--- src/rtl/mdr_store_buffer_if.sv ---
// mdr_store_buffer_if: store-push, memory-write and load-snoop signals of the store buffer.
//   st_valid/st_addr/st_data/st_ready : datapath store push handshake
//   mem_addr/mem_wdata/mem_we/mem_ack : memory write request and acknowledge
//   ld_addr/ld_hit/ld_data            : load snoop and forwarded data
// master = datapath/memory side, slave = the store buffer.
interface mdr_store_buffer_if #(
    parameter int AW = 16,
    parameter int DW = 16
) ();
    logic          st_valid;
    logic [AW-1:0] st_addr;
    logic [DW-1:0] st_data;
    logic          st_ready;
    logic [AW-1:0] mem_addr;
    logic [DW-1:0] mem_wdata;
    logic          mem_we;
    logic          mem_ack;
    logic [AW-1:0] ld_addr;
    logic          ld_hit;
    logic [DW-1:0] ld_data;

    modport master (
        output st_valid, st_addr, st_data, mem_ack, ld_addr,
        input  st_ready, mem_addr, mem_wdata, mem_we, ld_hit, ld_data
    );

    modport slave (
        input  st_valid, st_addr, st_data, mem_ack, ld_addr,
        output st_ready, mem_addr, mem_wdata, mem_we, ld_hit, ld_data
    );
endinterface

--- src/rtl/mdr_store_buffer.sv ---
// mdr_store_buffer: FIFO of pending stores drained to data memory, with load forwarding.
//   clk   : system clock, all state on posedge
//   reset : synchronous active-low reset
//   bus   : slave side of mdr_store_buffer_if (store push, memory write, load snoop)
//   empty : no pending or in-flight stores
//   count : occupied entries, in-flight head included
module mdr_store_buffer #(
    parameter int DEPTH = 4,
    parameter int AW    = 16,
    parameter int DW    = 16
) (
    input  logic                 clk,
    input  logic                 reset,
    mdr_store_buffer_if.slave    bus,
    output logic                 empty,
    output logic [2:0]           count
);
    localparam int PW = $clog2(DEPTH);
    localparam int CW = PW + 1;

    typedef enum logic {IDLE, WRITE} state_t;

    state_t        state_q, state_d;
    logic [PW-1:0] wr_ptr_q, wr_ptr_d, rd_ptr_q, rd_ptr_d;
    logic [CW-1:0] cnt_q, cnt_d;
    logic          mem_we_q, mem_we_d;
    logic [AW-1:0] mem_addr_q, mem_addr_d;
    logic [DW-1:0] mem_wdata_q, mem_wdata_d;
    logic [AW-1:0] addr_q [DEPTH];
    logic [DW-1:0] data_q [DEPTH];
    logic          push, pop, hit;
    logic [DW-1:0] fwd;

    assign bus.st_ready  = (cnt_q != CW'(DEPTH));
    assign bus.mem_we    = mem_we_q;
    assign bus.mem_addr  = mem_addr_q;
    assign bus.mem_wdata = mem_wdata_q;
    assign bus.ld_hit    = hit;
    assign bus.ld_data   = fwd;
    assign empty         = (cnt_q == '0);
    assign count         = 3'(cnt_q);

    always_comb begin
        push        = bus.st_valid && bus.st_ready;
        pop         = (state_q == WRITE) && bus.mem_ack;
        state_d     = state_q;
        mem_we_d    = mem_we_q;
        mem_addr_d  = mem_addr_q;
        mem_wdata_d = mem_wdata_q;
        cnt_d       = cnt_q + CW'(push) - CW'(pop);
        wr_ptr_d    = wr_ptr_q + PW'(push);
        rd_ptr_d    = rd_ptr_q + PW'(pop);
        if (state_q == IDLE && cnt_q != '0) begin
            state_d     = WRITE;
            mem_we_d    = 1'b1;
            mem_addr_d  = addr_q[rd_ptr_q];
            mem_wdata_d = data_q[rd_ptr_q];
        end else if (pop) begin
            state_d  = (cnt_d != '0) ? WRITE : IDLE;
            mem_we_d = (cnt_d != '0);
            // With one entry left the next head is the store arriving this very edge
            mem_addr_d  = (cnt_d == '0) ? mem_addr_q : (cnt_q == CW'(1)) ? bus.st_addr : addr_q[rd_ptr_d];
            mem_wdata_d = (cnt_d == '0) ? mem_wdata_q : (cnt_q == CW'(1)) ? bus.st_data : data_q[rd_ptr_d];
        end
    end

    // Walk oldest to youngest so the last match wins
    always_comb begin
        hit = 1'b0;
        fwd = '0;
        for (int i = 0; i < DEPTH; i++) begin
            if (CW'(i) < cnt_q && addr_q[rd_ptr_q + PW'(i)] == bus.ld_addr) begin
                hit = 1'b1;
                fwd = data_q[rd_ptr_q + PW'(i)];
            end
        end
    end

    always_ff @(posedge clk) begin
        if (!reset) begin
            state_q     <= IDLE;
            wr_ptr_q    <= '0;
            rd_ptr_q    <= '0;
            cnt_q       <= '0;
            mem_we_q    <= 1'b0;
            mem_addr_q  <= '0;
            mem_wdata_q <= '0;
        end else begin
            state_q     <= state_d;
            wr_ptr_q    <= wr_ptr_d;
            rd_ptr_q    <= rd_ptr_d;
            cnt_q       <= cnt_d;
            mem_we_q    <= mem_we_d;
            mem_addr_q  <= mem_addr_d;
            mem_wdata_q <= mem_wdata_d;
        end
    end

    always_ff @(posedge clk) begin
        if (push) begin
            addr_q[wr_ptr_q] <= bus.st_addr;
            data_q[wr_ptr_q] <= bus.st_data;
        end
    end
endmodule
--- src/flat_wrapper.sv ---
// flat-port wrapper written by rule: the top's interface ports become plain ports
module mdr_store_buffer_flat 
#(
    parameter int DEPTH = 4,
    parameter int AW    = 16,
    parameter int DW    = 16
)
  (clk, reset, empty, count, bus_st_valid, bus_st_addr, bus_st_data, bus_mem_ack, bus_ld_addr, bus_st_ready, bus_mem_addr, bus_mem_wdata, bus_mem_we, bus_ld_hit, bus_ld_data);
  mdr_store_buffer_if #(.AW(AW), .DW(DW)) bus_i ();
  input  logic clk;
  input  logic reset;
  output logic empty;
  output logic [2:0] count;
  input wire logic [$bits(bus_i.st_valid)-1:0] bus_st_valid;
  input wire logic [$bits(bus_i.st_addr)-1:0] bus_st_addr;
  input wire logic [$bits(bus_i.st_data)-1:0] bus_st_data;
  input wire logic [$bits(bus_i.mem_ack)-1:0] bus_mem_ack;
  input wire logic [$bits(bus_i.ld_addr)-1:0] bus_ld_addr;
  output wire logic [$bits(bus_i.st_ready)-1:0] bus_st_ready;
  output wire logic [$bits(bus_i.mem_addr)-1:0] bus_mem_addr;
  output wire logic [$bits(bus_i.mem_wdata)-1:0] bus_mem_wdata;
  output wire logic [$bits(bus_i.mem_we)-1:0] bus_mem_we;
  output wire logic [$bits(bus_i.ld_hit)-1:0] bus_ld_hit;
  output wire logic [$bits(bus_i.ld_data)-1:0] bus_ld_data;
  assign bus_i.st_valid = bus_st_valid;
  assign bus_i.st_addr = bus_st_addr;
  assign bus_i.st_data = bus_st_data;
  assign bus_i.mem_ack = bus_mem_ack;
  assign bus_i.ld_addr = bus_ld_addr;
  assign bus_st_ready = bus_i.st_ready;
  assign bus_mem_addr = bus_i.mem_addr;
  assign bus_mem_wdata = bus_i.mem_wdata;
  assign bus_mem_we = bus_i.mem_we;
  assign bus_ld_hit = bus_i.ld_hit;
  assign bus_ld_data = bus_i.ld_data;
  mdr_store_buffer #(.DEPTH(DEPTH), .AW(AW), .DW(DW)) u_core (.clk(clk), .reset(reset), .bus(bus_i), .empty(empty), .count(count));
endmodule
--- config.mk ---
export PLATFORM = sky130hd
export DESIGN_NAME = mdr_store_buffer_flat
export DESIGN_NICKNAME = d
export VERILOG_FILES = /design/src/rtl/mdr_store_buffer_if.sv /design/src/rtl/mdr_store_buffer.sv /design/src/flat_wrapper.sv
export SDC_FILE = /design/constraint.sdc
export NUM_CORES = 1
export LEC_CHECK = 0
export CAP_MARGIN = 20
export CORE_MARGIN = 4
export CORE_UTILIZATION = 53
export DETAILED_ROUTE_END_ITERATION = 8
export GPL_ROUTABILITY_DRIVEN = 0
export PLACE_DENSITY = 0.75
export SLEW_MARGIN = 20
export SYNTH_ARGS = -nofsm -noshare
export SYNTH_HDL_FRONTEND = slang
export SYNTH_SLANG_ARGS = --single-unit
--- constraint.sdc ---
create_clock -name clk -period 3.3 [get_ports clk]
set_input_delay 0.33 -clock clk [delete_from_list [all_inputs] [get_ports clk]]
set_output_delay 0.33 -clock clk [all_outputs]
set_load 0.01 [all_outputs]
-- Yosys cells after proc, flatten, opt, wreduce, memory -nomap -nowiden
Memories as Yosys holds them, arrays and structs flattened. A register that Yosys moved wholly into a read port is not among the register bits.
Cells that the tools add are included.
- output and inout bits: 55
- word-level logic and storage cells: 66
- bits in writable memories: 128
- memories kept: 2
- register bits: 41
- magnitude comparators: 4
- equal/unequal tests: 7
- reductions and logical operators: 13
- multiplexer cells: 25
- bitwise logic cells: 1
- add/subtract/negate cells: 7
- memories (name ; depth ; bits a word ; read ports ; clocked after memory_dff ; wr ports ; line ; RTL):
    u_core.addr_q ; 4 ; 16 ; 5 ; 1 ; 1 ; mdr_store_buffer.sv:29 ; logic [AW-1:0] addr_q [DEPTH];
    u_core.data_q ; 4 ; 16 ; 5 ; 1 ; 1 ; mdr_store_buffer.sv:30 ; logic [DW-1:0] data_q [DEPTH];
- operators with widths (kind ; number):
    two-way mux 16 bit ; 12
    equality test 16 bit ; 4
    two-way mux 1 bit ; 11
    logical AND 1 bit ; 7
    zero test 3 bit ; 2
    less-than comparator 1 x 3 -> 1 bit, first input constant ; 2
    less-than comparator 2 x 3 -> 1 bit, first input constant ; 2
    nonzero test 3 bit ; 2
    adder 2 x 1 -> 2 bit ; 2
    adder 2 bit, second input constant ; 2
    two-way mux 2 bit ; 2
    adder 3 x 1 -> 3 bit ; 1
    equality test 3 x 1 -> 1 bit, second input constant ; 1
    != test 3 bit, second input constant ; 1
    subtractor 3 x 1 -> 3 bit ; 1
    adder 2 x 1 -> 2 bit, second input constant ; 1
    != test 2 x 1 -> 1 bit, second input constant ; 1
    AND reduction 2 bit ; 1
    nonzero test 2 bit ; 1
    inverter 1 bit ; 1

-- Longest topological paths before layout
Gate-level depths: netlist (run 1).
- depth in word-level cells: 8
- gate-level depth with buffers: 14
- gate-level depth less buffers: 12

-- Least setup slack after synthesis (run 1)
No wires, ideal clock.
- path kind: flip-flop to flip-flop
- start: register u_core.cnt_q[0], in the netlist u_core.count[0]
- end: memory u_core.addr_q[1][0], enable pin
- arrival: 3.215 ns
- slack: -0.383 ns
- cell stages (with the launch flop): 5
- buffers on the path: 0
- library setup time: 0.468 ns
- period minus slack after synthesis: 3.683 ns
- path through: dfxtp_1 inv_1 nand3_1 nand2_1 nor3b_1
- longest elaborated chain between the ends: 4
- RTL lines (element ; line ; RTL):
    start, declared ; mdr_store_buffer.sv:25 ; logic [CW-1:0] cnt_q, cnt_d;
    start signal, assigned ; mdr_store_buffer.sv:92 ; cnt_q <= cnt_d;
    != test 3 bit ; mdr_store_buffer.sv:34 ; assign bus.st_ready = (cnt_q != CW'(DEPTH));
    net bus_st_ready ; flat_wrapper.sv:19 ; output wire logic [$bits(bus_i.st_ready)-1:0] bus_st_ready;
    logical AND 1 bit ; mdr_store_buffer.sv:44 ; push = bus.st_valid && bus.st_ready;
    two-way mux 1 bit ; mdr_store_buffer.sv:100 ; if (push) begin
    two-way mux 1 bit (implied by the code) ; mdr_store_buffer.sv:101 ; addr_q[wr_ptr_q] <= bus.st_addr;
    end, declared ; mdr_store_buffer.sv:29 ;
The timed path passes the listed nets, and every way through them passes these cells.

-- Worst setup path after layout (run 1)
- start: register u_core.rd_ptr_q[0]
- end: output port bus_ld_data[0]
- longest elaborated chain between the ends: 7
- RTL lines (element ; line ; RTL):
    start, declared ; mdr_store_buffer.sv:24 ; logic [PW-1:0] wr_ptr_q, wr_ptr_d, rd_ptr_q, rd_ptr_d;
    start signal, assigned ; mdr_store_buffer.sv:91 ; rd_ptr_q <= rd_ptr_d;
    adder 2 x 1 -> 2 bit ; mdr_store_buffer.sv:72, mdr_store_buffer.sv:74 ;
    memory (4 x 16 bit) ; -- ;
    equality test 16 bit ; mdr_store_buffer.sv:72 ; if (CW'(i) < cnt_q && addr_q[rd_ptr_q + PW'(i)] == bus.ld_addr) begin
    logical AND 1 bit ; mdr_store_buffer.sv:72 ;
    two-way mux 16 bit (2 in series) ; mdr_store_buffer.sv:72 ;
    two-way mux 16 bit * ; mdr_store_buffer.sv:72 ;
    end, declared ; flat_wrapper.sv:24 ; output wire logic [$bits(bus_i.ld_data)-1:0] bus_ld_data;
Every way passes the cells marked *; elsewhere a longest branch is shown, timed or not.

==> run summary, run 1 <==
The flow ran to the end, but the final reports show violations. The checks that failed: setup timing. The power density over the cells is 671 nW/um^2.

The number of antenna violations at the first check in global routing is 0. After detailed routing, the average wire length per cell comes to 23.9 um. The hold-fix buffer count after cts is 0.

In the synthesized netlist the async set-or-reset flop fraction comes to 0%. Dividing the detail-routed via count by the number of cells gives 6.61. The clock-pin slew of the registers on the worst-case setup and hold paths came out at 0.07 ns. The residual antenna-violating net count after detailed routing came out at 0.

The post-route worst hold slack came out at 0.533 ns. Across every metal layer, demand over resource in global routing totals 28.5%. Per report_power, the combinational group accounts for 51.0% of the total. The total negative slack for setup checks is -5.93 ns. The tree is rooted in a clkbuf_16. Of the synthesized area, sequential elements account for 40.1%. The share of the core filled with cells is 69.4%. The number of I/O pins is 107. The count of buffers from port buffering is 106. The pin count of the biggest net entering global routing is 86. The mean instance size in the synthesized netlist is 12.3 um^2. The maximum level of the CTS H-tree is 4. The starting utilization of the core area is 54.5%. The final number of max-transition violations is 0.

The leakage power of the design came out at 5.09 nW. The arrival time at the worst endpoint came out at 3.36 ns. The clock passes through at most 2 buffers. Among all stages on the critical path, the largest delay is contributed by or4_4. The post-layout worst setup margin is -0.387 ns. The number of detailed-route iterations in the first pass is 5.

The relative area change from synthesis to final layout is 27.3%. The minimum clock period after layout is 3.69 ns. The vertical extent of the die came out at 156 um. The kind of start point of the critical path is a register. The type of the worst setup path is reg2out. The count of maximum capacitance violations came out at 0.

The post-route netlist has 34.3% of its cells at a drive strength greater than 1. The delay of the slowest cell on the worst path came out at 0.57 ns. The switching power of the nets came out at 3.81 mW.

The total routed wirelength is 34.4 mm. Across all layers, the routed design uses 9524 vias. The top achievable clock speed is 271 MHz. The net count after synthesis came out at 1001. Yosys attributes the largest share of cell area to edfxtp_1, mux4_2, dfxtp_1. The maximum vdd ir drop came out at 798 uV. The clock latency at the later pin of the worst-skew pair came out at 0.43 ns. The number of global-route vias before repair is 9435. The die covers 24300 um^2.

The signal on the critical path passes through buf_8 > buf_6 > mux4_2 > xnor2_2 > nand4_1 > or4_4 > nor2_4 > o211ai_4 > buf_12 > o221ai_2 > buf_2. Summed over its instances, the top area cell type makes up 33.2% of the synthesized netlist area. The floorplan row count is 53. In the finished design, the share of the clock period the worst path needs comes to 112%.

The hold violation total from the final report is 0. At the worst endpoint, the required time is 2.97 ns. The synthesized design spends more area on one cell type than any other, namely edfxtp_1. The synthesized netlist occupies a cell area of 11600 um^2.

The final net count is 1212. The internal cell power came out at 6.09 mW. Along the worst path, the maximum fanout reaches 10.

The number of instances in the synthesized netlist is 942. In the synthesized netlist the dominant register cell turns out to be edfxtp_1. The region available for standard cell placement spans 21200 um^2. The share of total power dissipated in sequential elements is 29.1%. The final cell count without fillers came out at 1441.

Measured along the x axis, the die boundary spans 156 um. The count of distinct cell types in the synthesized netlist is 68. The final antenna diode count is 0. Setup repair after global routing could not meet its margin everywhere. The total chip power is 9.89 mW.

The number of warnings printed during yosys synthesis is 0. The share of total power in the clock network is 19.9%. The number of clock buffers inserted by TritonCTS came out at 17.

The register bit total from synthesis came out at 168. Across the routed clock network, the largest skew measured is 0.00764 ns. The worst setup path is captured at an output pin. Once placement completed, the tool counted placed cells totaling 1400.

The HPWL reported at the end of detailed placement is 23.4 mm. The transition time at the pin with the least slew margin is 1.03 ns. The number of remaining DRC errors came out at 0.

The number of flops mapped to enable cells by yosys came out at 128. The first global-routing pass estimated 53.3 mm of wire. TritonCTS built the clock tree.

The class of the most critical hold timing path is reg2reg. The number of endpoints failing setup at the final stage came out at 17. The count of fill cells added during filler insertion came out at 1509. The total overflow reported by the global router came out at 0. The switching fraction of total power came out at 38.5%. Headroom to the max-slew limit came out at 31.7%. The first-iteration detailed-routing DRC count came out at 1030.

The clock sink total came out at 168.
==> synth_stat cells, types with 3 or more instances <==
cell type  instances
a211oi_1           4
a21boi_1           5
a21oi_1           58
a2bb2oi_1          3
a311oi_1          29
a31oi_1            6
and2_1             9
and3_1             4
buf_1              9
buf_2             21
buf_4              5
buf_6              6
buf_8              5
clkbuf_1          37
dfxtp_1           40
edfxtp_1         128
ha_1               6
inv_1             10
mux2_2            19
mux2i_1           76
mux4_1             5
mux4_2           101
nand2_1           56
nand2b_1           3
nand3_1           30
nand4_1            8
nor2_1            69
nor2b_1           31
nor3_1            19
nor3b_1            6
o2111ai_1          4
o21a_1             3
o21ai_0           12
o221ai_1           5
o221ai_2          10
o22ai_1            5
or2_2              3
xnor2_1           44
xor2_1            13
==> registers in the layout, indices dropped and copies added, names as in the netlist <==
name                  flops
u_core.addr_q            64
u_core.bus.mem_addr      16
u_core.bus.mem_wdata     16
u_core.bus.mem_we         1
u_core.count              3
u_core.data_q            64
u_core.rd_ptr_q           2
u_core.wr_ptr_q           2
==> through the flow <==
step                cell area [um^2]  worst slack, ns
floorplan                      11600            0.317
global route                   14700           -0.487
detailed placement             13900           -0.451
global placement               13900           -0.384
CTS                            14600           -0.370
finish                         14700           -0.387
==> cell usage in the layout, fill, tap and decap left out, drive strengths merged, types with 9 or more instances in the layout <==
cell / count
buf: 188
edfxtp: 128
mux4: 106
clkdlybuf4s50: 89
mux2i: 76
nor2: 70
a21oi: 58
nand2: 57
xnor2: 44
dfxtp: 40
nor2b: 31
nand3: 30
a311oi: 29
nor3: 20
inv: 20
mux2: 19
clkbuf: 17
o221ai: 15
xor2: 13
o21ai: 13
and2: 9
nand4: 9
==> routing by layer <==
layer | track usage (%) | wire [um] | vias to the layer above
met4 | 9.34 | 956 | 0
met1 | 39.3 | 13600 | 4742
li1 | - | - | 4137
met3 | 6.69 | 3330 | 83
met5 | 0 | 0 | -
met2 | 45.3 | 16600 | 562
==> cell type report <==
class / instances / area [um^2] / share of cell area [%]
sequential: 168 / 4650 / 31.6
tap: 275 / 344 / 2.34
clock buffer: 17 / 425 / 2.89
clock inverter: 15 / 156 / 1.06
inverter: 11 / 41.3 / 0.280
multi-input combinational: 678 / 6620 / 44.9
timing repair buffer: 277 / 2490 / 16.9
==> worst paths after layout <==
| kind | startpoint | endpoint | slack (ns) | depth (start not counted) |
|---|---|---|---|---|
| max reg2reg | u_core.rd_ptr_q[0] | u_core.bus.mem_addr[13] | 0.24 | 12 |
| max | u_core.rd_ptr_q[0] | bus_ld_data[0] | -0.39 | 11 |
| min | u_core.bus.mem_wdata[15] | u_core.bus.mem_wdata[15] | 0.53 | 2 |
| min reg2reg | u_core.bus.mem_wdata[15] | u_core.bus.mem_wdata[15] | 0.53 | 2 |
==> critical path, delay by kind of cell (launching register included) <==
kind            cells  cell delay, ns
flops               1            0.46
xor+xnor            1            0.15
buf+inv             4            0.63
simple gates        3            0.83
compound gates      2            0.28
mux                 1            0.55
==> repair_timing <==
action,4_1_cts,5_1_grt
hold endpoints to repair,0,0
pin swaps,11,9
resized for setup,92,26
endpoints found under the setup margin,17,32
cloned,0,0
setup buffers,7,2
==> cell families (layout without fill, tap and decap cells) <==
| kind of cell | Yosys count | count (layout) | share of synthesized area [%] |
|---|---|---|---|
| buffers and inverters | 96 | 320 | 4.53 |
| multiplexers | 201 | 201 | 29.2 |
| AO/OA/AOI/OAI | 160 | 160 | 10.1 |
| adder cells (fa/ha/maj) | 7 | 7 | 0.822 |
| XOR/XNOR | 57 | 57 | 4.31 |
| AND/OR/NAND/NOR | 253 | 253 | 10.8 |
| flip-flops | 168 | 168 | 40.1 |
==> power by group through the flow <==
stage / sequential (mW) / clock [mW] / combinational (mW)
after floorplan: 2.90 / 0 / 3.11
after global placement: 2.89 / 0 / 4.74
after detailed placement: 2.91 / 0 / 4.81
after CTS: 2.86 / 1.99 / 4.93
after global routing: 2.91 / 2.08 / 5.42
final: 2.88 / 1.97 / 5.05
Note: power is estimated with default switching activity, not from simulation.
==> run 2, diff against run 1 <==
--- a/config.mk
+++ b/config.mk
@@ -10,7 +10,8 @@
 export CORE_UTILIZATION = 53
 export DETAILED_ROUTE_END_ITERATION = 8
 export GPL_ROUTABILITY_DRIVEN = 0
-export PLACE_DENSITY = 0.75
+export HOLD_SLACK_MARGIN = 0.15
+export PLACE_DENSITY = 0.76
 export SLEW_MARGIN = 20
 export SYNTH_ARGS = -nofsm -noshare
 export SYNTH_HDL_FRONTEND = slang
==> run summary, run 2 (synthesis results as in run 1) <==
The run finished, with violations left. The final reports fail on setup timing. The worst hold path begins at u_core.bus.mem_wdata[15]. TritonCTS built the clock tree. The arrival time at the worst endpoint is 3.43 ns (+0.07 ns). The count of fill cells added during filler insertion is 1473 (-2.4%). The maximum level of the CTS H-tree was 4 (unchanged). The post-route clock period utilization came out at 114% (+2.3 points). The hold-fix buffer count after cts is 0 (unchanged). The final net count came out at 1220 (+0.66%). The maximum vdd ir drop is 601 uV (-25%).

STA classifies the critical path startpoint as a register. The worst slew margin relative to its limit is 55.4% (+24 points). The hold violation total from the final report came out at 0 (unchanged). The final antenna diode count is 0 (unchanged). The relative area change from synthesis to final layout is 27.3% (unchanged). Counting stages on the worst path, the most repeated cell is buf_12.

The number of cells traversed by the worst register-to-register path is 13 (+1). The count of buffers from port buffering is 106 (unchanged). The combined area of the multi-input logic cells is 6610 um^2 (-0.17%). In the layout the commonest cells are buf_4, edfxtp_1, mux4_2. The endpoint identified for the worst register-to-register timing path is u_core.bus.mem_addr[3]. The maximum buffer depth of the clock tree is 2 (unchanged).

The worst path buffer plus inverter count came out at 4 (unchanged). The type of element capturing the critical path is an output pin. The vertical extent of the die is 156 um (unchanged). The die outline width came out at 156 um (unchanged). The flop-to-flop setup slack is 0.28 ns (+0.04 ns). The logic gate share of total power is 50.6% (-0.4 points). The total routed wirelength was 34.4 mm (about the same).

The residual antenna-violating net count after detailed routing came to 0 (unchanged). The minimum clock period after layout came out at 3.76 ns (+0.0761 ns). The worst endpoint required time was 2.97 ns (about the same). The HPWL reported at the end of detailed placement came out at 23.4 mm (-0.10%).

The number of I/O pins is 107 (unchanged). The routed length per placed instance is 23.8 um (-0.59%). The number of endpoints failing setup at the final stage was 17 (unchanged).

The path class of the tightest hold or removal check is reg2reg. The placeable core region was 21200 um^2 (unchanged). The share of power burned in registers is 29.3% (+0.2 points). The cell with the biggest individual delay on the critical path is or4_4. The overall track demand over capacity in global routing came out at 28.3% (-0.27 points).

The largest registers in the layout are u_core.addr_q: 64 flops, u_core.data_q: 64 flops. The via density per instance is 6.61 (about the same). The starting utilization of the core area came to 54.5% (unchanged). The signal on the critical path passes through buf_12 > mux4_2 > xnor2_2 > nand4_1 > or4_4 > buf_6 > nor2_4 > o211ai_4 > buf_12 > o221ai_2 > buf_2.

The most common cell after layout, fill and taps aside is buf_4. The final number of max-transition violations is 0 (unchanged). The pin count of the biggest net entering global routing came out at 49 (-43%). The total overflow reported by the global router was 0 (unchanged). The leakage power of the design came out at 5.12 nW (+0.57%). The worst hold path depth came out at 2 (unchanged). The post-layout worst setup margin is -0.463 ns (-0.0761 ns). The worst register-to-register path begins at u_core.count[0].

The switching power of the nets is 3.77 mW (-0.86%). The area of the die came out at 24300 um^2 (unchanged). The wire length of the first global-routing pass came out at 52.9 mm (-0.78%).

The clock latency at the later pin of the worst-skew pair came out at 0.44 ns (about the same). The top achievable clock speed is 266 MHz (-2.0%). The end point of the worst hold path is u_core.bus.mem_wdata[15].

The share of the core filled with cells is 69.4% (unchanged). The delay of the slowest cell on the worst path came to 0.57 ns (about the same). The floorplan row count is 53 (unchanged). The share of total power in the clock network is 20.1% (+0.2 points). The number of remaining DRC errors is 0 (unchanged).

The first-iteration detailed-routing DRC count came to 1166 (+13%). The transition time at the pin with the least slew margin came to 0.669 ns (-0.356 ns). The clock-pin slew of the registers on the worst-case setup and hold paths came out at 0.07 ns (about the same). The flip-flop and latch area is 4650 um^2 (unchanged). The share of post-route cells with drive strength above 1 is 34.6% (+0.28 points). Setup repair after global routing could not meet its margin everywhere.

The root buffer cell chosen for the clock tree is clkbuf_16. The internal cell power came out at 6.05 mW (-0.66%). The number of global-route vias before repair is 9476 (+0.43%). The highest fanout seen on the critical path is 10 (unchanged). The power density over the cells was 667 nW/um^2 (-0.74%).

The total via count after detailed routing is 9583 (+0.62%). The minimum setup slack after placement came out at -0.478 ns (-0.0272 ns). The type of the worst setup path is reg2out. The critical path's top delay family is simple AND/OR/NAND/NOR gates. The count of maximum capacitance violations is 0 (unchanged). The number of antenna violations at the first check in global routing came out at 0 (unchanged). The switching fraction of total power came out at 38.4% (-0.047 points). The number of detailed-route iterations in the first pass came to 5 (unchanged).

The clock sink total came out at 168 (unchanged). The number of clock buffers inserted by TritonCTS came out at 17 (unchanged). The setup clock skew after layout is 0.00974 ns (+0.00210 ns).
==> run 2: cell types whose count changed in the layout (fill, tap and decap cells not counted), moves of 2 or more <==
| cell | before | now |
|---|---|---|
| buf_12 | 15 | 11 |
| buf_4 | 148 | 158 |
| buf_6 | 6 | 10 |
| buf_8 | 3 | 1 |
==> run 2: power groups by stage <==
| stage | logic [mW] | clock network (mW) | registers (mW) |
|---|---|---|---|
| 3_5_place_dp | 4.75 | 0 | 2.92 |
| 5_1_grt | 5.32 | 2.09 | 2.91 |
| 6_report | 4.97 | 1.97 | 2.88 |
| 2_1_floorplan | 3.11 | 0 | 2.90 |
| 4_1_cts | 4.88 | 2.01 | 2.87 |
| 3_3_place_gp | 4.66 | 0 | 2.90 |
==> run 2: through the flow <==
step	TNS [ns]	cells	hold slack, ns	cell area [um^2]	total power [mW]
floorplan	0	942	0.429	11600	6.01
global placement	-5.88	1404	0.511	13900	7.56
detailed placement	-6.53	1404	0.512	13900	7.67
CTS	-7.44	1448	0.528	14600	9.75
global route	-8.58	1449	0.541	14700	10.3
finish	-7.17	1449	0.532	14700	9.82
==> run 2: layer usage <==
| layer | track usage (%) | part of all wire [%] | vias to the layer above |
|---|---|---|---|
| met1 | 38.7 | 39 | 4751 |
| met2 | 45.9 | 49 | 593 |
| met3 | 5.16 | 9.3 | 84 |
| li1 | - | - | 4155 |
| met4 | 9.84 | 2.8 | 0 |
| met5 | 0 | 0 | - |
==> run 2: worst max path at each step <==
| stage | start | endpoint | slack (ns) | cells past startpoint |
|---|---|---|---|---|
| 2_1_floorplan | u_core.rd_ptr_q[0] | bus_ld_data[13] | 0.32 | 9 |
| 3_3_place_gp | u_core.rd_ptr_q[0] | bus_ld_data[8] | -0.42 | 10 |
| 3_5_place_dp | u_core.rd_ptr_q[0] | bus_ld_data[10] | -0.48 | 10 |
| 4_1_cts | u_core.rd_ptr_q[0] | bus_ld_data[15] | -0.48 | 11 |
| 5_1_grt | u_core.rd_ptr_q[0] | bus_ld_data[0] | -0.55 | 11 |
| 6_report | u_core.rd_ptr_q[0] | bus_ld_data[6] | -0.46 | 11 |
==> run 2: cell type report <==
cell class	instances	area share, %
Tap cell	275	2.34
Sequential cell	168	31.6
Clock buffer	18	2.98
Inverter	11	0.280
Timing Repair Buffer	285	17.0
Multi-Input combinational cell	678	44.8
Clock inverter	14	0.977
==> run 2: what timing repair did <==
action,in CTS,in global routing
gates resized for setup,87,19
hold endpoints to repair,0,0
buffers inserted,12,2
setup endpoints to repair,17,17
pin swaps,9,5
==> run 2: worst min-delay path, stage by stage (launching register included) <==
cell,delay (ns)
dfxtp_1,0.33
nor2_1,0.11
a211oi_1,0.05
==> run 3, diff against run 2 <==
--- a/config.mk
+++ b/config.mk
@@ -7,7 +7,7 @@
 export LEC_CHECK = 0
 export CAP_MARGIN = 20
 export CORE_MARGIN = 4
-export CORE_UTILIZATION = 53
+export CORE_UTILIZATION = 55
 export DETAILED_ROUTE_END_ITERATION = 8
 export GPL_ROUTABILITY_DRIVEN = 0
 export HOLD_SLACK_MARGIN = 0.15
==> constraint.sdc (replaced) <==
create_clock -name clk -period 3.9 [get_ports clk]
set_input_delay 0.39 -clock clk [delete_from_list [all_inputs] [get_ports clk]]
set_output_delay 0.39 -clock clk [all_outputs]
set_load 0.01 [all_outputs]
==> run summary, run 3 (synthesis results as in run 1) <==
The number of global-route vias before repair is 9134 (-3.6%). The cell sitting at the root of the clock tree is a clkbuf_16. After layout, the minimum clock period comes to 3.89 ns. The number of remaining DRC errors came out at 0 (unchanged). The hold violation total from the final report came out at 0 (unchanged). The final antenna diode count came to 0 (unchanged). The post-layout worst setup margin came to 0.00728 ns (+0.471 ns).

The worst slew margin relative to its limit is 44.3% (-11 points). The pin count of the biggest net entering global routing is 71 (+45%). The post-route clock period utilization is 99.8%. The flop-to-flop setup slack is 0.66 ns (+0.38 ns). The final net count came out at 1141 (-6.5%).

The power density over the cells came out at 584 nW/um^2 (-12%). In this run the worst setup path begins at u_core.rd_ptr_q[0]. The flow ran to the end, and the final reports show no timing, DRC or antenna violations. The HPWL reported at the end of detailed placement came to 22.6 mm (-3.5%).

Setup repair after global routing could not meet its margin everywhere. The arrival time at the worst endpoint is 3.50 ns (+0.07 ns). The critical path endpoint is bus_ld_data[13].

The count of buffers from port buffering is 106 (unchanged). The hold-fix buffer count after cts is 0 (unchanged). The tightest min-delay check is of the reg2reg type. The via density per instance is 6.90 (+4.4%). The maximum vdd ir drop is 485 uV (-19%). The die outline width is 153 um (-1.7%). The wire length of the first global-routing pass came out at 52.6 mm (-0.56%).

In this run the most critical hold path is launched from u_core.bus.mem_wdata[15]. The end of the worst register-to-register path is u_core.bus.mem_addr[8]. The number of antenna violations at the first check in global routing is 0 (unchanged). The beginning of the worst register-to-register path is u_core.count[0]. The worst endpoint required time came out at 3.51 ns (+0.54 ns). The number of endpoints failing setup at the final stage came out at 0 (-17). The largest registers in the layout are u_core.addr_q: 64 flops, u_core.data_q: 64 flops. The setup clock skew after layout came to 0.00852 ns (-0.00122 ns). Leaving out fill and tap cells, the most frequent cells in the layout are edfxtp_1, mux4_2, clkdlybuf4s50_1.

The floorplan row count is 52 (-1.9%). The top achievable clock speed came out at 257 MHz. The count of maximum capacitance violations came out at 0 (unchanged). The total via count after detailed routing is 9425 (-1.6%).

The residual antenna-violating net count after detailed routing is 0 (unchanged). The clock-pin slew of the registers on the worst-case setup and hold paths is 0.07 ns (about the same). The placeable core region is 20500 um^2 (-3.4%). The total negative slack for setup checks was 0 ns (+7.17 ns). The maximum buffer depth of the clock tree came out at 2 (unchanged). The area of the die was 23400 um^2 (-3.4%). From synthesis to final layout, the design area changed by 23.3%.

The clock sink total was 168 (unchanged). TritonCTS built the clock tree. The number of cells traversed by the worst register-to-register path is 14 (+1). The number of clock buffers inserted by TritonCTS was 17 (unchanged).

The transition time at the pin with the least slew margin is 0.831 ns (+0.162 ns). The type of the worst setup path is reg2out. The clock latency at the later pin of the worst-skew pair is 0.44 ns (about the same).

The total overflow reported by the global router is 0 (unchanged). The starting utilization of the core area came to 56.5% (+1.9 points). The number of detailed-route iterations in the first pass was 6 (+1). The final number of max-transition violations is 0 (unchanged). The routed length per placed instance came out at 25.4 um (+7.0%). The highest fanout seen on the critical path came to 5 (-5). The most common cell after layout, fill and taps aside is edfxtp_1. The overall track demand over capacity in global routing came out at 28.7% (+0.47 points). The maximum level of the CTS H-tree is 4 (unchanged). STA classifies the critical path endpoint as an output pin. The vertical extent of the die is 153 um (-1.7%). The share of post-route cells with drive strength above 1 came to 30.7% (-3.9 points).

The kind of start point of the critical path is a register. The first-iteration detailed-routing DRC count is 1199 (+2.8%). The total routed wirelength came out at 34.7 mm (+0.79%). The minimum setup slack after placement is -0.0533 ns (+0.425 ns). The leakage power of the design is 4.74 nW (-7.3%). The number of I/O pins is 107 (unchanged).
==> run 3: cell count changes in the layout (fill, tap and decap cells not counted), sizes merged <==
cell      change
clkinv        +1
clkinvlp      +2
inv           -2
buf          -85
o211ai        +1
clkbuf        +4
==> run 3: report_power, final <==
group / internal [mW] / switching [mW]
clock: 0.868 / 0.840
combinational: 1.97 / 2.20
sequential: 2.22 / 0.234
==> run 3: through the flow <==
stage	cell area, um^2	util (%)	hold WS (ns)	instances	total power, mW
2_1_floorplan	11600	-	0.489	942	5.09
3_3_place_gp	13100	63.9	0.509	1296	6.23
3_5_place_dp	13100	63.9	0.539	1296	6.31
4_1_cts	14000	68.3	0.551	1348	8.14
5_1_grt	14300	69.6	0.607	1365	8.77
6_report	14300	69.6	0.551	1365	8.34
==> run 3: cell type report <==
| class | count | area, um^2 |
|---|---|---|
| multi-input combinational | 679 | 6680 |
| fill | 1425 | 6230 |
| sequential | 168 | 4650 |
| timing repair buffer | 205 | 1950 |
| clock buffer | 17 | 425 |
| tap | 270 | 338 |
| clock inverter | 15 | 176 |
| inverter | 11 | 41.3 |
==> run 3: worst min path at each step <==
stage                                          end  depth (start not counted)  slack [ns]
after detailed placement  u_core.bus.mem_wdata[15]                          2        0.54
after global placement    u_core.bus.mem_wdata[15]                          2        0.51
after CTS                 u_core.bus.mem_wdata[15]                          2        0.55
final                     u_core.bus.mem_wdata[15]                          2        0.55
after global routing      u_core.bus.mem_wdata[15]                          2        0.61
after floorplan                u_core.addr_q[0][0]                          0        0.49
==> run 3: repair_timing <==
| action | CTS | global route |
|---|---|---|
| cloned | 1 | 2 |
| endpoints found under the setup margin | 17 | 16 |
| hold endpoints to repair | 0 | 0 |
| setup buffers | 19 | 16 |
| gates resized for setup | 75 | 57 |
| pin swaps | 8 | 19 |
==> run 3: per-layer routing <==
layer,GRT usage [%],share of wire (%)
met5,0,0
met4,10.4,3.8
met3,6.11,9.8
met2,45.7,48
met1,39.4,38
==> run 3: critical path, stage by stage, from the launching register on <==
cell and delay [ns]:
dfxtp_4 0.39, buf_12 0.12, buf_6 0.09, mux4_2 0.54, xor2_2 0.20, a211o_1 0.25
or4_4 0.56, buf_6 0.16, nor3b_2 0.17, mux2i_1 0.11, a211oi_2 0.30, buf_2 0.18
==> RTL edit 1 (config.mk and constraints of run 3) <==
`DW` is set to 16 in 3 places; all go to 24.
--- a/src/rtl/mdr_store_buffer_if.sv
+++ b/src/rtl/mdr_store_buffer_if.sv
@@ -5,7 +5,7 @@
 // master = datapath/memory side, slave = the store buffer.
 interface mdr_store_buffer_if #(
     parameter int AW = 16,
-    parameter int DW = 16
+    parameter int DW = 24
 ) ();
     logic          st_valid;
     logic [AW-1:0] st_addr;
--- a/src/rtl/mdr_store_buffer.sv
+++ b/src/rtl/mdr_store_buffer.sv
@@ -7,7 +7,7 @@
 module mdr_store_buffer #(
     parameter int DEPTH = 4,
     parameter int AW    = 16,
-    parameter int DW    = 16
+    parameter int DW    = 24
 ) (
     input  logic                 clk,
     input  logic                 reset,
--- a/src/flat_wrapper.sv
+++ b/src/flat_wrapper.sv
@@ -3,7 +3,7 @@
 #(
     parameter int DEPTH = 4,
     parameter int AW    = 16,
-    parameter int DW    = 16
+    parameter int DW    = 24
 )
   (clk, reset, empty, count, bus_st_valid, bus_st_addr, bus_st_data, bus_mem_ack, bus_ld_addr, bus_st_ready, bus_mem_addr, bus_mem_wdata, bus_mem_we, bus_ld_hit, bus_ld_data);
   mdr_store_buffer_if #(.AW(AW), .DW(DW)) bus_i ();
Ports: changed (resized bus_ld_data, bus_mem_wdata and bus_st_data); port bits go from 107 to 131. The function was not compared with the original's and may differ.
==> RTL edit 1 against run 3 <==
Design area is 19% higher. The run now ends with negative setup slack left. Sequential cell count grew 40. Clock power up 39%. Fmax decreased by 2.1%. Non-clock buffer count is 25 higher. Setup slack got worse by 0.083 ns. Total power grew 21%. Area after synthesis is 20% higher. Wire length increased by 14%. Register-to-register slack got worse by 0.06 ns. Critical path depth up 1. Sequential share of layout area up 1.3 points. Clock skew grew 0.0062 ns.
==> RTL edit 1: results (changes against run 3) <==
| Metric | Value |
|---|---|
| Drt initial violations | 1,401 (+17%) |
| Grt met2 use | 45.1% (-0.59 points) |
| Final non-filler cell total | 1,605 (+18%) |
| Peak supply drop | 0.000587 V (+21%) |
| Compound-gate portion of the synthesized area | 10.6% (+0.44 points) |
| Pin count of the biggest net entering global routing | 85 (+20%) |
| R2R cell count | 13 (-1) |
| Setup_tns | -0.506 ns (-0.506 ns) |
| Mapped Avg Cell Area | 12.4 µm² (+0.61%) |
| HPWL Detailed | 25,700 µm (+14%) |
| DRT met1 WL | 15,700 µm (+17%) |
| Top Layer Used | met4 |
| Maximum fanout along the worst path | 7 (+2) |
| Failing checks | negative setup slack |
| Post-synth top cells | edfxtp_1, mux4_2, nand2_1 |
| Clock buffer depth | 3 (+1) |
| Critical Path AT | 3.59 ns (+0.09 ns) |
| Slowest cell on crit path | mux4_2 |
| Mapped Nets | 1,187 (+19%) |
| Post-synthesis cell type count | 56 (-18%) |
| CTS H-tree depth | 1 (-3) |
| DP Area | 0.0159 mm² (+21%) |
| Reg2reg end | u_core.bus.mem_wdata[10]$_SDFFE_PN0P_ |
| Comb pwr | 4700 µW (+12%) |
| Number of synthesized flops with an enable pin | 160 (+25%) |
| Worst Min Path Start | u_core.bus.mem_addr[10]$_SDFFE_PN0P_ |
| Cell count after placement | 1,541 (+19%) |
| Final setup viols | 10 (+10) |
| Top cells by area, synth | edfxtp_1, mux4_2, dfxtp_1 |
| Share of cells above drive strength 1 | 30.4% (-0.24 points) |
| Met2 wire length | 18,900 µm (+14%) |
| Xor/xnor share of the synthesized area | 4.24% (-0.075 points) |
| First-pass GRT wire length | 62,500 µm (+19%) |
| Final #Nets | 1,330 (+17%) |
| Hold path endpoint | u_core.bus.mem_addr[10]$_SDFFE_PN0P_ |
| Met1 Use GR | 38.7% (-0.67 points) |
| Seq group | 3040 µW (+24%) |
| Status | complete, but fails checks |
| Post-synthesis sequential area ratio | 41.6% (+1.5 points) |
| Drt pass-1 iters | 5 (-1) |
| Mux cell area share after synthesis | 27.9% (-1.3 points) |
| Vias in the first global route | 11,200 (+23%) |
| Post-synth ARST share | 0% (unchanged) |
| # port buffers | 130 (+23%) |
| Setup WS pre-CTS | 0.0120 ns (+0.0653 ns) |
| Routed wl met3 | 3680 µm (+8.0%) |
| Cell Pwr Density | 593 mW/mm² (+1.5%) |
| GRT Overall Usage | 28.0% (-0.78 points) |
| Adder-cell share of the synthesized area | 0.687% (-0.13 points) |
| Routed WL per cell | 24.6 µm (-3.2%) |
| R2r setup slk | 0.60 ns (-0.06 ns) |
| Rel. slew slack | 45.5% (+1.2 points) |
| Final setup margin | -0.0753 ns (-0.0826 ns) |
==> RTL edit 1: cell count changes after synthesis, sizes merged, moves of 25 or more <==
cell    change
mux2i      -25
o21ai      +40
nand3      +35
mux4       +27
nand2      +37
edfxtp     +32
==> RTL edit 1: how the worst max path moves through the flow <==
stage | to | slack (ns) | cells past startpoint
floorplan | bus_ld_data[1] | 0.74 | 13
global placement | bus_ld_data[0] | 0.03 | 9
detailed placement | bus_ld_data[0] | 0.01 | 10
CTS | bus_ld_hit | -0.01 | 11
global route | bus_ld_data[22] | -0.21 | 12
finish | bus_ld_data[22] | -0.08 | 12
==> RTL edit 1: layout make-up <==
type                    instances  area, µm²
flip-flops and latches        208       5770
fillers                      1705       7490
clock inverters                12        168
inverters                       8       30.0
multi-input cells             791       7740
repair buffers                230       2260
clock buffers                  32        662
well taps                     324        405
==> RTL edit 1: timing repair <==
item	4_1_cts	5_1_grt
pin swaps	13	19
setup buffers	10	9
resized for setup	94	45
cloned	1	0
endpoints found under the setup margin	25	25
==> RTL edit 2 (config.mk and constraints of run 3) <==
Made on the original files. Put a register stage on the output `count`, with the module's reset. The value now appears one clock later. The other outputs are not delayed to match.
--- a/src/rtl/mdr_store_buffer.sv
+++ b/src/rtl/mdr_store_buffer.sv
@@ -38,7 +38,13 @@
     assign bus.ld_hit    = hit;
     assign bus.ld_data   = fwd;
     assign empty         = (cnt_q == '0);
-    assign count         = 3'(cnt_q);
+    always_ff @(posedge clk) begin
+        if (!reset) begin
+            count <= '0;
+        end else begin
+            count <= 3'(cnt_q);
+        end
+    end
 
     always_comb begin
         push        = bus.st_valid && bus.st_ready;
Check against the original RTL: not equivalent (a bounded check fails within 4 cycles, from zero or initial values and one cycle with reset low).
==> RTL edit 2 against run 3 <==
First-iteration DRC count decreased by 9.0%. Critical endpoint is now bus_ld_data[4]. Setup slack improved by 0.011 ns. Global-route usage down 1.0 points. Design area decreased by 3.5%. Total power down 2.8%. Area after synthesis shrank 0.80%. Hold slack got worse by 0.028 ns. Highest routed layer is now met5. Wire length fell by 5.2%. Sequential share of layout area grew 1.6 points. Sequential cell count grew 3. Synthesized cell count grew 1.9%. Non-clock buffer count shrank 44. Largest cell class unchanged.
==> RTL edit 2: results (changes against run 3) <==
| Metric | Value |
|---|---|
| DRT met1 WL | 13,000 µm (-2.2%) |
| Max Slew Vio Count | 0 (unchanged) |
| Drt pass-1 iters | 5 (-1) |
| Met1 Use GR | 39.4% (about the same) |
| CP max stage delay | 0.57 ns |
| Post-CTS Resized | 23 (-69%) |
| Fillers | 1,455 (+2.1%) |
| Post-synth ARST share | 0% (unchanged) |
| First-pass GRT wire length | 51,300 µm (-2.5%) |
| Pleak | 0.00449 µW (-5.3%) |
| Internal | 5020 µW (-0.79%) |
| Slowest cell on crit path | mux4_2 |
| Cell count after placement | 1,288 (-0.62%) |
| Vias in the first global route | 8,860 (-3.0%) |
| Util after Layout | 67.6% (-2.0 points) |
| Total wire length | 32,900 µm (-5.2%) |
| Status | completed |
| Mapped Avg Cell Area | 12.0 µm² (-2.7%) |
| GRT Overall Usage | 27.7% (-1.0 points) |
| Post-synthesis cell type count | 63 (-7.4%) |
| Clock Skews | 0.00659 ns (-0.00193 ns) |
| Drt initial violations | 1,091 (-9.0%) |
| Post-synth top cells | edfxtp_1, mux4_2, nor2_1 |
| Pin count of the biggest net entering global routing | 65 (-8.5%) |
| Maximum fanout along the worst path | 18 (+13) |
| Slew @ Worst Pin | 0.863 ns (+0.0322 ns) |
| Final #Nets | 1,105 (-3.2%) |
| Top cells by area, synth | edfxtp_1, mux4_2, dfxtp_1 |
| HPWL Detailed | 21,300 µm (-5.6%) |
| CTS H-tree depth | 4 (unchanged) |
| Via-per-instance ratio | 6.94 (+0.52%) |
| Met2 wire length | 15,600 µm (-6.2%) |
| Routed wl met3 | 3440 µm (+1.0%) |
| Initial antenna violation count | 1 (+1) |
| Critical Path AT | 3.49 ns (about the same) |
| Routed WL per cell | 24.8 µm (-2.6%) |
| Grt met2 use | 43.7% (-2.0 points) |
| Comb pwr | 3890 µW (-6.9%) |
| Share of cells above drive strength 1 | 24.0% (-6.7 points) |
| Peak supply drop | 0.000650 V (+34%) |
| Mapped Nets | 1,019 (+1.8%) |
| Kind of cell adding the most delay to the critical path | buffers and inverters |
| Top Layer Used | met5 |
[RTL edit 2: changes by cell type after synthesis, sizes merged, moves of 13 or more]
cell and change:
nor4 +18, o22ai +17, nor3 -16, a211oi +14
clkbuf +13, mux2i -13, o221ai -13
[RTL edit 2: worst paths after layout]
path | start | end | slack (ns) | depth (start not counted)
max | u_core.rd_ptr_q[0]$_SDFF_PN0_ | bus_ld_data[4] | 0.02 | 11
min | u_core.cnt_q[1]$_SDFF_PN0_ | u_core.count[1]$_SDFF_PN0_ | 0.52 | 1
max reg2reg | u_core.cnt_q[2]$_SDFF_PN0_ | u_core.bus.mem_addr[2]$_SDFFE_PN0P_ | 0.86 | 12
min reg2reg | u_core.cnt_q[1]$_SDFF_PN0_ | u_core.count[1]$_SDFF_PN0_ | 0.52 | 1
[RTL edit 2: final cells by class]
class                      count  area, µm²  share of cell area, %
timing repair buffer         161       1630                   11.9
tap                          270        338                   2.45
clock inverter                15        163                   1.18
inverter                      12       45.0                  0.327
multi-input combinational    683       6450                   46.9
clock buffer                  17        425                   3.09
sequential                   171       4710                   34.2
[RTL edit 2: through the flow]
| step | area [µm²] | total power, µW | setup WS [ns] |
|---|---|---|---|
| after floorplan | 11500 | 5110 | 0.152 |
| after global placement | 12900 | 6180 | 0.176 |
| after detailed placement | 12900 | 6240 | 0.127 |
| after CTS | 13600 | 8030 | -0.164 |
| after global routing | 13800 | 8500 | -0.0208 |
| final | 13800 | 8110 | 0.0185 |
[RTL edit 2: cells by family (layout without fill, tap and decap cells)]
family                     after synthesis  count (layout)  synth area share (%)
AOI/OAI and AO/OA                      191             191                  11.5
xor gates and xnor gates                54              54                  4.12
adders and majority gates                7               7                 0.828
buffers and inverters                  106             205                  4.24
DFF                                    171             171                  41.0
muxes                                  188             188                  27.9
and+or+nand+nor                        243             243                  10.5
